==> src/rtl/pipeline_hazard_ctrl_pkg.sv <==
// Shared types and hold encodings for the pipeline hold/flush controller.
// Hold encodings are cumulative: a stage only holds when every younger stage also holds.
package pipeline_ctrl_pkg;

  typedef enum logic {
    RUN      = 1'b0,
    MEM_WAIT = 1'b1
  } state_t;

  localparam int HOLD_IF  = 0;
  localparam int HOLD_ID  = 1;
  localparam int HOLD_MEM = 2;

  localparam logic [2:0] HOLD_NONE  = 3'b000;
  localparam logic [2:0] HOLD_FRONT = 3'b001;
  localparam logic [2:0] HOLD_EX    = 3'b011;
  localparam logic [2:0] HOLD_ALL   = 3'b111;

endpackage

==> src/rtl/pipeline_hazard_ctrl_if.sv <==
// Hazard-controller signal bundle; slave = controller side, master = pipeline side.
// With HAZARD_STALL_CNT_EN defined the bundle also carries stall_cycles_o.
interface pipeline_hazard_ctrl_if;

  logic       mem_req_i;
  logic       mem_ack_i;
  logic       ex_busy_i;
  logic       ex_mem_read_i;
  logic [4:0] ex_rd_i;
  logic [4:0] id_rs1_i;
  logic [4:0] id_rs2_i;
  logic       id_use_rs1_i;
  logic       id_use_rs2_i;
  logic       branch_taken_i;
  logic [2:0] flag_hold;
  logic       flush_ifid_o;
  logic       flush_idex_o;
  logic       bus_req_o;
  logic       bus_err_o;
`ifdef HAZARD_STALL_CNT_EN
  logic [31:0] stall_cycles_o;
`endif

  modport slave (
    input  mem_req_i, mem_ack_i, ex_busy_i, ex_mem_read_i, ex_rd_i,
           id_rs1_i, id_rs2_i, id_use_rs1_i, id_use_rs2_i, branch_taken_i,
`ifdef HAZARD_STALL_CNT_EN
    output stall_cycles_o,
`endif
    output flag_hold, flush_ifid_o, flush_idex_o, bus_req_o, bus_err_o
  );

  modport master (
    output mem_req_i, mem_ack_i, ex_busy_i, ex_mem_read_i, ex_rd_i,
           id_rs1_i, id_rs2_i, id_use_rs1_i, id_use_rs2_i, branch_taken_i,
`ifdef HAZARD_STALL_CNT_EN
    input  stall_cycles_o,
`endif
    input  flag_hold, flush_ifid_o, flush_idex_o, bus_req_o, bus_err_o
  );

endinterface

==> src/rtl/pipeline_hazard_ctrl_mem_wait_fsm.sv <==
// MEM-stage data-bus request/ack sequencer with wait-state timeout abort.
// Outputs are combinational (zero latency); mem_stall holds the whole pipe while waiting.
module mem_wait_fsm
  import pipeline_ctrl_pkg::*;
#(
  parameter int MEM_TIMEOUT = 15
) (
  input  logic sys_clk,
  input  logic sys_arstn,
  input  logic mem_req_i,
  input  logic mem_ack_i,
  output logic mem_stall,
  output logic bus_req_o,
  output logic bus_err_o
);

  localparam int CNT_W = $clog2(MEM_TIMEOUT + 1);

  state_t           state, state_nxt;
  logic [CNT_W-1:0] cnt, cnt_nxt;
  logic             stall, req, err;

  always_ff @(posedge sys_clk or negedge sys_arstn) begin
    if (!sys_arstn) begin
      state <= RUN;
      cnt   <= '0;
    end else begin
      state <= state_nxt;
      cnt   <= cnt_nxt;
    end
  end

  always_comb begin
    state_nxt = state;
    cnt_nxt   = cnt;
    stall     = 1'b0;
    req       = 1'b0;
    err       = 1'b0;
    unique case (state)
      RUN: begin
        req = mem_req_i;
        if (mem_req_i && !mem_ack_i) begin
          stall     = 1'b1;
          state_nxt = MEM_WAIT;
          cnt_nxt   = CNT_W'(1);
        end
      end
      MEM_WAIT: begin
        req = 1'b1;
        // Ack wins over timeout on the same cycle.
        if (mem_ack_i) begin
          state_nxt = RUN;
          cnt_nxt   = '0;
        end else if (cnt == CNT_W'(MEM_TIMEOUT)) begin
          err       = 1'b1;
          state_nxt = RUN;
          cnt_nxt   = '0;
        end else begin
          stall   = 1'b1;
          cnt_nxt = cnt + CNT_W'(1);
        end
      end
      default: state_nxt = RUN;
    endcase
  end

  // Gate with reset so an in-flight access is dropped immediately, without an error.
  assign mem_stall = sys_arstn & stall;
  assign bus_req_o = sys_arstn & req;
  assign bus_err_o = sys_arstn & err;

endmodule

==> src/rtl/pipeline_hazard_ctrl.sv <==
// Pipeline hold/flush controller: mem stall > EX busy > taken branch > load-use; outputs combinational.
// Optional HAZARD_STALL_CNT_EN adds a saturating count of cycles with any stage held.
module pipeline_hazard_ctrl
  import pipeline_ctrl_pkg::*;
#(
  parameter int MEM_TIMEOUT = 15
) (
  input  logic                  sys_clk,
  input  logic                  sys_arstn,
  pipeline_hazard_ctrl_if.slave hz
);

  logic       mem_stall;
  logic       lu;
  logic [2:0] hold;
  logic       fl_ifid, fl_idex;

  mem_wait_fsm #(
    .MEM_TIMEOUT (MEM_TIMEOUT)
  ) u_mem_wait_fsm (
    .sys_clk   (sys_clk),
    .sys_arstn (sys_arstn),
    .mem_req_i (hz.mem_req_i),
    .mem_ack_i (hz.mem_ack_i),
    .mem_stall (mem_stall),
    .bus_req_o (hz.bus_req_o),
    .bus_err_o (hz.bus_err_o)
  );

  always_comb begin
    lu = hz.ex_mem_read_i && (hz.ex_rd_i != 5'd0) &&
         ((hz.id_use_rs1_i && (hz.id_rs1_i == hz.ex_rd_i)) ||
          (hz.id_use_rs2_i && (hz.id_rs2_i == hz.ex_rd_i)));
  end

  always_comb begin
    hold    = HOLD_NONE;
    fl_ifid = 1'b0;
    fl_idex = 1'b0;
    if (mem_stall) begin
      hold = HOLD_ALL;
    end else if (hz.ex_busy_i) begin
      hold = HOLD_EX;
    end else if (hz.branch_taken_i) begin
      fl_ifid = 1'b1;
      fl_idex = 1'b1;
    end else if (lu) begin
      // Freeze IF/ID and PC, insert one bubble behind the load.
      hold    = HOLD_FRONT;
      fl_idex = 1'b1;
    end
  end

  assign hz.flag_hold    = sys_arstn ? hold : HOLD_NONE;
  assign hz.flush_ifid_o = sys_arstn & fl_ifid;
  assign hz.flush_idex_o = sys_arstn & fl_idex;

`ifdef HAZARD_STALL_CNT_EN
  logic [31:0] stall_cnt;

  always_ff @(posedge sys_clk or negedge sys_arstn) begin
    if (!sys_arstn) begin
      stall_cnt <= '0;
    end else if ((hold != HOLD_NONE) && (stall_cnt != 32'hFFFF_FFFF)) begin
      stall_cnt <= stall_cnt + 32'd1;
    end
  end

  assign hz.stall_cycles_o = stall_cnt;
`endif

endmodule

==> src/flat_wrapper.sv <==
// flat-port wrapper written by rule: the top's interface ports become plain ports
module pipeline_hazard_ctrl_flat import pipeline_ctrl_pkg::*;
#(
  parameter int MEM_TIMEOUT = 15
)
  (sys_clk, sys_arstn, hz_mem_req_i, hz_mem_ack_i, hz_ex_busy_i, hz_ex_mem_read_i, hz_ex_rd_i, hz_id_rs1_i, hz_id_rs2_i, hz_id_use_rs1_i, hz_id_use_rs2_i, hz_branch_taken_i, hz_flag_hold, hz_flush_ifid_o, hz_flush_idex_o, hz_bus_req_o, hz_bus_err_o);
  pipeline_hazard_ctrl_if hz_i ();
  input  logic sys_clk;
  input  logic sys_arstn;
  input wire logic [$bits(hz_i.mem_req_i)-1:0] hz_mem_req_i;
  input wire logic [$bits(hz_i.mem_ack_i)-1:0] hz_mem_ack_i;
  input wire logic [$bits(hz_i.ex_busy_i)-1:0] hz_ex_busy_i;
  input wire logic [$bits(hz_i.ex_mem_read_i)-1:0] hz_ex_mem_read_i;
  input wire logic [$bits(hz_i.ex_rd_i)-1:0] hz_ex_rd_i;
  input wire logic [$bits(hz_i.id_rs1_i)-1:0] hz_id_rs1_i;
  input wire logic [$bits(hz_i.id_rs2_i)-1:0] hz_id_rs2_i;
  input wire logic [$bits(hz_i.id_use_rs1_i)-1:0] hz_id_use_rs1_i;
  input wire logic [$bits(hz_i.id_use_rs2_i)-1:0] hz_id_use_rs2_i;
  input wire logic [$bits(hz_i.branch_taken_i)-1:0] hz_branch_taken_i;
  output wire logic [$bits(hz_i.flag_hold)-1:0] hz_flag_hold;
  output wire logic [$bits(hz_i.flush_ifid_o)-1:0] hz_flush_ifid_o;
  output wire logic [$bits(hz_i.flush_idex_o)-1:0] hz_flush_idex_o;
  output wire logic [$bits(hz_i.bus_req_o)-1:0] hz_bus_req_o;
  output wire logic [$bits(hz_i.bus_err_o)-1:0] hz_bus_err_o;
  assign hz_i.mem_req_i = hz_mem_req_i;
  assign hz_i.mem_ack_i = hz_mem_ack_i;
  assign hz_i.ex_busy_i = hz_ex_busy_i;
  assign hz_i.ex_mem_read_i = hz_ex_mem_read_i;
  assign hz_i.ex_rd_i = hz_ex_rd_i;
  assign hz_i.id_rs1_i = hz_id_rs1_i;
  assign hz_i.id_rs2_i = hz_id_rs2_i;
  assign hz_i.id_use_rs1_i = hz_id_use_rs1_i;
  assign hz_i.id_use_rs2_i = hz_id_use_rs2_i;
  assign hz_i.branch_taken_i = hz_branch_taken_i;
  assign hz_flag_hold = hz_i.flag_hold;
  assign hz_flush_ifid_o = hz_i.flush_ifid_o;
  assign hz_flush_idex_o = hz_i.flush_idex_o;
  assign hz_bus_req_o = hz_i.bus_req_o;
  assign hz_bus_err_o = hz_i.bus_err_o;
  pipeline_hazard_ctrl #(.MEM_TIMEOUT(MEM_TIMEOUT)) u_core (.sys_clk(sys_clk), .sys_arstn(sys_arstn), .hz(hz_i));
endmodule
==> config.mk <==
export PLATFORM = sky130hd
export DESIGN_NAME = pipeline_hazard_ctrl_flat
export DESIGN_NICKNAME = d
export VERILOG_FILES = /design/src/rtl/pipeline_hazard_ctrl_pkg.sv /design/src/rtl/pipeline_hazard_ctrl_if.sv /design/src/rtl/pipeline_hazard_ctrl_mem_wait_fsm.sv /design/src/rtl/pipeline_hazard_ctrl.sv /design/src/flat_wrapper.sv
export SDC_FILE = /design/constraint.sdc
export NUM_CORES = 1
export LEC_CHECK = 0
export ABC_AREA = 1
export BUFFER_PORTS_ARGS = -buffer_cell sky130_fd_sc_hd__buf_2
export CAP_MARGIN = 20
export CORE_UTILIZATION = 39
export DETAILED_ROUTE_END_ITERATION = 12
export PLACE_DENSITY = 0.74
export SYNTH_ARGS = -nofsm -noshare
export SYNTH_HDL_FRONTEND = slang
export SYNTH_SLANG_ARGS = --single-unit
==> constraint.sdc <==
create_clock -name sys_clk -period 1.1 [get_ports sys_clk]
set_clock_uncertainty 0.1 [all_clocks]
set_input_delay 0 -clock sys_clk [delete_from_list [all_inputs] [get_ports sys_clk]]
set_output_delay 0 -clock sys_clk [all_outputs]
set_load 0.01 [all_outputs]
==> metrics.txt <==
# TYPE chip_impl_metric gauge
chip_impl_info{name="result_of_the_run",value="complete, but fails checks"} 1
chip_impl_info{name="failed_checks",value="negative setup slack"} 1
chip_impl_metric{name="worst_reg_to_reg_cells",unit=""} 9
chip_impl_metric{name="min_path_cells",unit=""} 4
chip_impl_metric{name="cts_htree_levels",unit=""} 1
chip_impl_metric{name="grt_pass1_wl",unit="mm"} 2.352
chip_impl_metric{name="avgRoutedWirePerCell",unit="um"} 9.843
chip_impl_metric{name="syn_nets",unit=""} 127
chip_impl_metric{name="die_width",unit="um"} 40.79
chip_impl_metric{name="power.leakage",unit="nW"} 0.5960
chip_impl_metric{name="syn-mean-instance-area",unit="um2"} 5.753
chip_impl_info{name="cts_tree",value="done"} 1
chip_impl_metric{name="synth_cell_types",unit=""} 20
chip_impl_metric{name="clkTransAtPathRegs",unit="ps"} 40
chip_impl_metric{name="critical_path.max_fanout",unit=""} 3
chip_impl_metric{name="dieHeight",unit="um"} 40.79
chip_impl_info{name="worstSetupPathType",value="reg -> out"} 1
chip_impl_metric{name="mapped_cell_area",unit="um2"} 586.8
chip_impl_metric{name="core_area",unit="um2"} 1350
chip_impl_metric{name="route.final.wire_length",unit="mm"} 1.634
chip_impl_metric{name="seq_area_frac_synth",unit=""} 0.2132
chip_impl_metric{name="maxClockFrequency",unit="MHz"} 637.8
chip_impl_metric{name="yosysWarningCount",unit=""} 0
chip_impl_metric{name="avgViaCountPerCell",unit=""} 4.596
chip_impl_metric{name="timing.slew.headroom",unit=""} 0.8368
chip_impl_metric{name="initial_core_util",unit=""} 0.4347
chip_impl_info{name="hold_end",value="u_core.u_mem_wait_fsm.state"} 1
chip_impl_metric{name="netlist.area_leader.share",unit=""} 0.2175
chip_impl_info{name="worstReg2RegEnd",value="u_core.u_mem_wait_fsm.cnt[0]"} 1
chip_impl_metric{name="area_growth_syn_to_layout",unit="%"} 64.39
chip_impl_metric{name="ys_ff_latch",unit=""} 5
chip_impl_metric{name="timing.critical_path.arrival",unit="ps"} 1470
chip_impl_metric{name="detailedRoute.firstIterationViolations",unit=""} 5
chip_impl_metric{name="num-fill-cells",unit=""} 111
chip_impl_metric{name="first_global_vias",unit=""} 623
chip_impl_metric{name="core.rowCount",unit=""} 13
chip_impl_metric{name="timing.final.crit_share",unit=""} 1.425
chip_impl_metric{name="fraction_of_final_layout_cells_with_drive_strength_greater_than_1",unit=""} 0.4570
chip_impl_info{name="post-synth-top-area-cell",value="sky130_fd_sc_hd__nand2_1"} 1
chip_impl_metric{name="finalHoldWorstSlack",unit="ps"} 56.37
chip_impl_metric{name="insertion_delay",unit="ps"} 240
chip_impl_metric{name="vias",unit=""} 763
chip_impl_metric{name="maximum_number_of_pins_on_one_net_before_global_route_repair",unit=""} 6
chip_impl_metric{name="setup_slack_of_the_critical_path_after_layout",unit="ps"} -467.8
chip_impl_metric{name="synth_cells",unit=""} 102
chip_impl_info{name="hold_path_class",value="in -> reg"} 1
chip_impl_info{name="crit_path_max_delay_cell_type",value="sky130_fd_sc_hd__dfrtp_1"} 1
chip_impl_metric{name="firstDrtPassIters",unit=""} 4
chip_impl_metric{name="io_pins",unit=""} 31
chip_impl_metric{name="vdd.ir_drop.worst",unit="V"} 0.0009994
chip_impl_metric{name="tightestPinTransition",unit="ps"} 244.0
chip_impl_metric{name="number_of_setup_violations_in_the_final_report",unit=""} 11
chip_impl_metric{name="drc",unit=""} 0
chip_impl_info{name="final_cell_mix",value="sky130_fd_sc_hd__nand2_1 (31), sky130_fd_sc_hd__buf_2 (26), sky130_fd_sc_hd__inv_1 (24), sky130_fd_sc_hd__buf_4 (13), sky130_fd_sc_hd__nor2_1 (9)"} 1
chip_impl_metric{name="antenna_found_initial",unit=""} 0
chip_impl_info{name="cts_root_buffer",value="sky130_fd_sc_hd__clkbuf_4"} 1
chip_impl_info{name="critPathMostFrequentCell",value="sky130_fd_sc_hd__nand2_2"} 1
chip_impl_metric{name="numClockSinks",unit=""} 5
chip_impl_metric{name="min_cycle_time_layout",unit="ps"} 1568
chip_impl_info{name="worst_r2r_startpoint",value="u_core.u_mem_wait_fsm.cnt[1]"} 1
chip_impl_metric{name="placedCellCount",unit=""} 155
chip_impl_metric{name="numCtsBuffers",unit=""} 3
chip_impl_metric{name="gr_overflow_total",unit=""} 0
chip_impl_metric{name="critical_path.max_stage_delay",unit="ps"} 380
chip_impl_metric{name="post_layout_cell_count",unit=""} 166
chip_impl_info{name="hold_path.startpoint",value="hz_mem_ack_i"} 1
chip_impl_metric{name="hold_viol",unit=""} 0
chip_impl_metric{name="max-cap-violations",unit=""} 0
chip_impl_metric{name="clk_path_buf_depth",unit=""} 2
chip_impl_metric{name="power_density",unit="nW/um2"} 1202
chip_impl_metric{name="track_usage",unit=""} 0.2196
chip_impl_info{name="synth_area_leaders",value="sky130_fd_sc_hd__nand2_1 (22%), sky130_fd_sc_hd__dfrtp_1 (21%), sky130_fd_sc_hd__inv_1 (17%), sky130_fd_sc_hd__nor2_1 (5.8%), sky130_fd_sc_hd__nand3_2 (5.1%)"} 1
chip_impl_metric{name="buffer_ports.inserted",unit=""} 30
chip_impl_metric{name="setup_tns",unit="ps"} -3193
chip_impl_metric{name="timing.critical_path.required",unit="ps"} 1000
chip_impl_metric{name="postRouteAntennaNets",unit=""} 0
chip_impl_info{name="end_kind",value="primary output"} 1
chip_impl_info{name="cp-start-kind",value="flip-flop"} 1
chip_impl_info{name="timing.critical_path.cells",value="ha_2, nand3_2, nand2_2, nand2_2, nand2_4, a21oi_4, inv_1, nand2_2, buf_6"} 1
chip_impl_metric{name="design.final.nets",unit=""} 177
chip_impl_metric{name="final_max_slew_viol_count",unit=""} 0
chip_impl_metric{name="gp_congestion",unit=""} 0.7485
chip_impl_metric{name="full_die_area",unit="um2"} 1664
chip_impl_info{name="grt_setup_unrepaired",value="yes"} 1
chip_impl_metric{name="hpwl",unit="mm"} 1.242
chip_impl_metric{name="antennaDiodeCount",unit=""} 0
chip_impl_info{name="final_common_cell",value="sky130_fd_sc_hd__nand2_1"} 1
chip_impl_metric{name="setup.reg_to_reg.worst_slack",unit="ps"} -320
==> sequential cells by signal (all words and copies together) (netlist names) <==
register                     flops
u_core.u_mem_wait_fsm.state      1
u_core.u_mem_wait_fsm.cnt        4
==> logic make-up after synthesis <==
family                     Yosys count  share of synthesized area
and+or+nand+nor                     58                     0.4499
adders and majority gates            1                    0.02132
AOI/OAI and AO/OA                    7                    0.08742
DFF                                  5                     0.2132
buffers and inverters               28                     0.1791
xor gates and xnor gates             2                    0.02986
muxes                                1                    0.01919
==> what timing repair did <==
item,4_1_cts,5_1_grt
pin swaps,3,5
resized for setup,7,5
setup endpoints to repair,10,11
endpoints found under the hold margin,5,0
gates cloned,0,0
hold buffers,1,0
buffers inserted,3,4
==> how the worst max path moves through the flow <==
stage,slack [ps],depth (start not counted),to,from
floorplan,-140,8,hz_flag_hold[0],u_core.u_mem_wait_fsm.cnt[1]
global placement,-160,9,hz_flag_hold[0],u_core.u_mem_wait_fsm.cnt[1]
detailed placement,-210,10,hz_flush_idex_o,u_core.u_mem_wait_fsm.cnt[1]
CTS,-470,10,hz_flush_idex_o,u_core.u_mem_wait_fsm.cnt[0]
global route,-570,10,hz_flush_idex_o,u_core.u_mem_wait_fsm.cnt[1]
finish,-470,9,hz_flag_hold[0],u_core.u_mem_wait_fsm.cnt[1]
==> critical path: cells and delay by family (launching register included) <==
kind,cells,cell delay (ps)
AO/OA/AOI/OAI,1,140
adder cells (fa/ha/maj),1,200
buffers and inverters,2,160
flip-flops,1,380
AND/OR/NAND/NOR,5,330
==> metal layers <==
metal / vias up / GRT usage / wire length [um]
met1: 336 / 0.2467 / 654
met5: - / 0 / 0
met3: 0 / 0.09783 / 93
met2: 27 / 0.3867 / 886
met4: 0 / 0.02500 / 0
li1: 400 / - / -
==> power by group <==
group | internal, mW | switching [mW] | total (mW)
Combinational | 0.364 | 0.314 | 0.678
Clock | 0.137 | 0.0736 | 0.211
Sequential | 0.236 | 0.0347 | 0.271
Total | 0.737 | 0.423 | 1.16
==> cells in the mapped netlist <==
cell	instances
sky130_fd_sc_hd__o22ai_1	1
sky130_fd_sc_hd__mux2_2	1
sky130_fd_sc_hd__xor2_1	1
sky130_fd_sc_hd__nand2_4	1
sky130_fd_sc_hd__a21oi_1	1
sky130_fd_sc_hd__nand3_1	5
sky130_fd_sc_hd__o21ai_0	3
sky130_fd_sc_hd__nand4_1	2
sky130_fd_sc_hd__dfrtp_1	5
sky130_fd_sc_hd__xnor2_1	1
sky130_fd_sc_hd__o21ai_4	1
sky130_fd_sc_hd__nor3_1	1
sky130_fd_sc_hd__a21oi_2	1
sky130_fd_sc_hd__inv_2	1
sky130_fd_sc_hd__ha_1	1
sky130_fd_sc_hd__nand2_1	34
sky130_fd_sc_hd__nand3_2	3
sky130_fd_sc_hd__nor2_1	9
sky130_fd_sc_hd__nand2_2	3
sky130_fd_sc_hd__inv_1	27
==> per-stage QoR <==
stage | setup WS (ps) | area (um2) | util | power (mW)
2_1_floorplan | -140.3 | 601.8 | - | 0.5505
4_1_cts | -469.3 | 923.4 | 0.6840 | 1.080
3_3_place_gp | -159.1 | 830.8 | 0.6154 | 0.7664
5_1_grt | -572.1 | 964.7 | 0.7146 | 1.244
3_5_place_dp | -214.0 | 830.8 | 0.6154 | 0.7948
6_report | -467.8 | 964.7 | 0.7146 | 1.159
==> final cells by class <==
cell class	instances	area, um2	area share
multi-input cells	69	395.4	0.4099
repair buffers	45	294.0	0.3048
flip-flops and latches	5	125.1	0.1297
inverters	28	105.1	0.1089
clock buffers	4	26.28	0.02724
well taps	15	18.77	0.01946
Note: power is estimated with default switching activity, not from simulation.
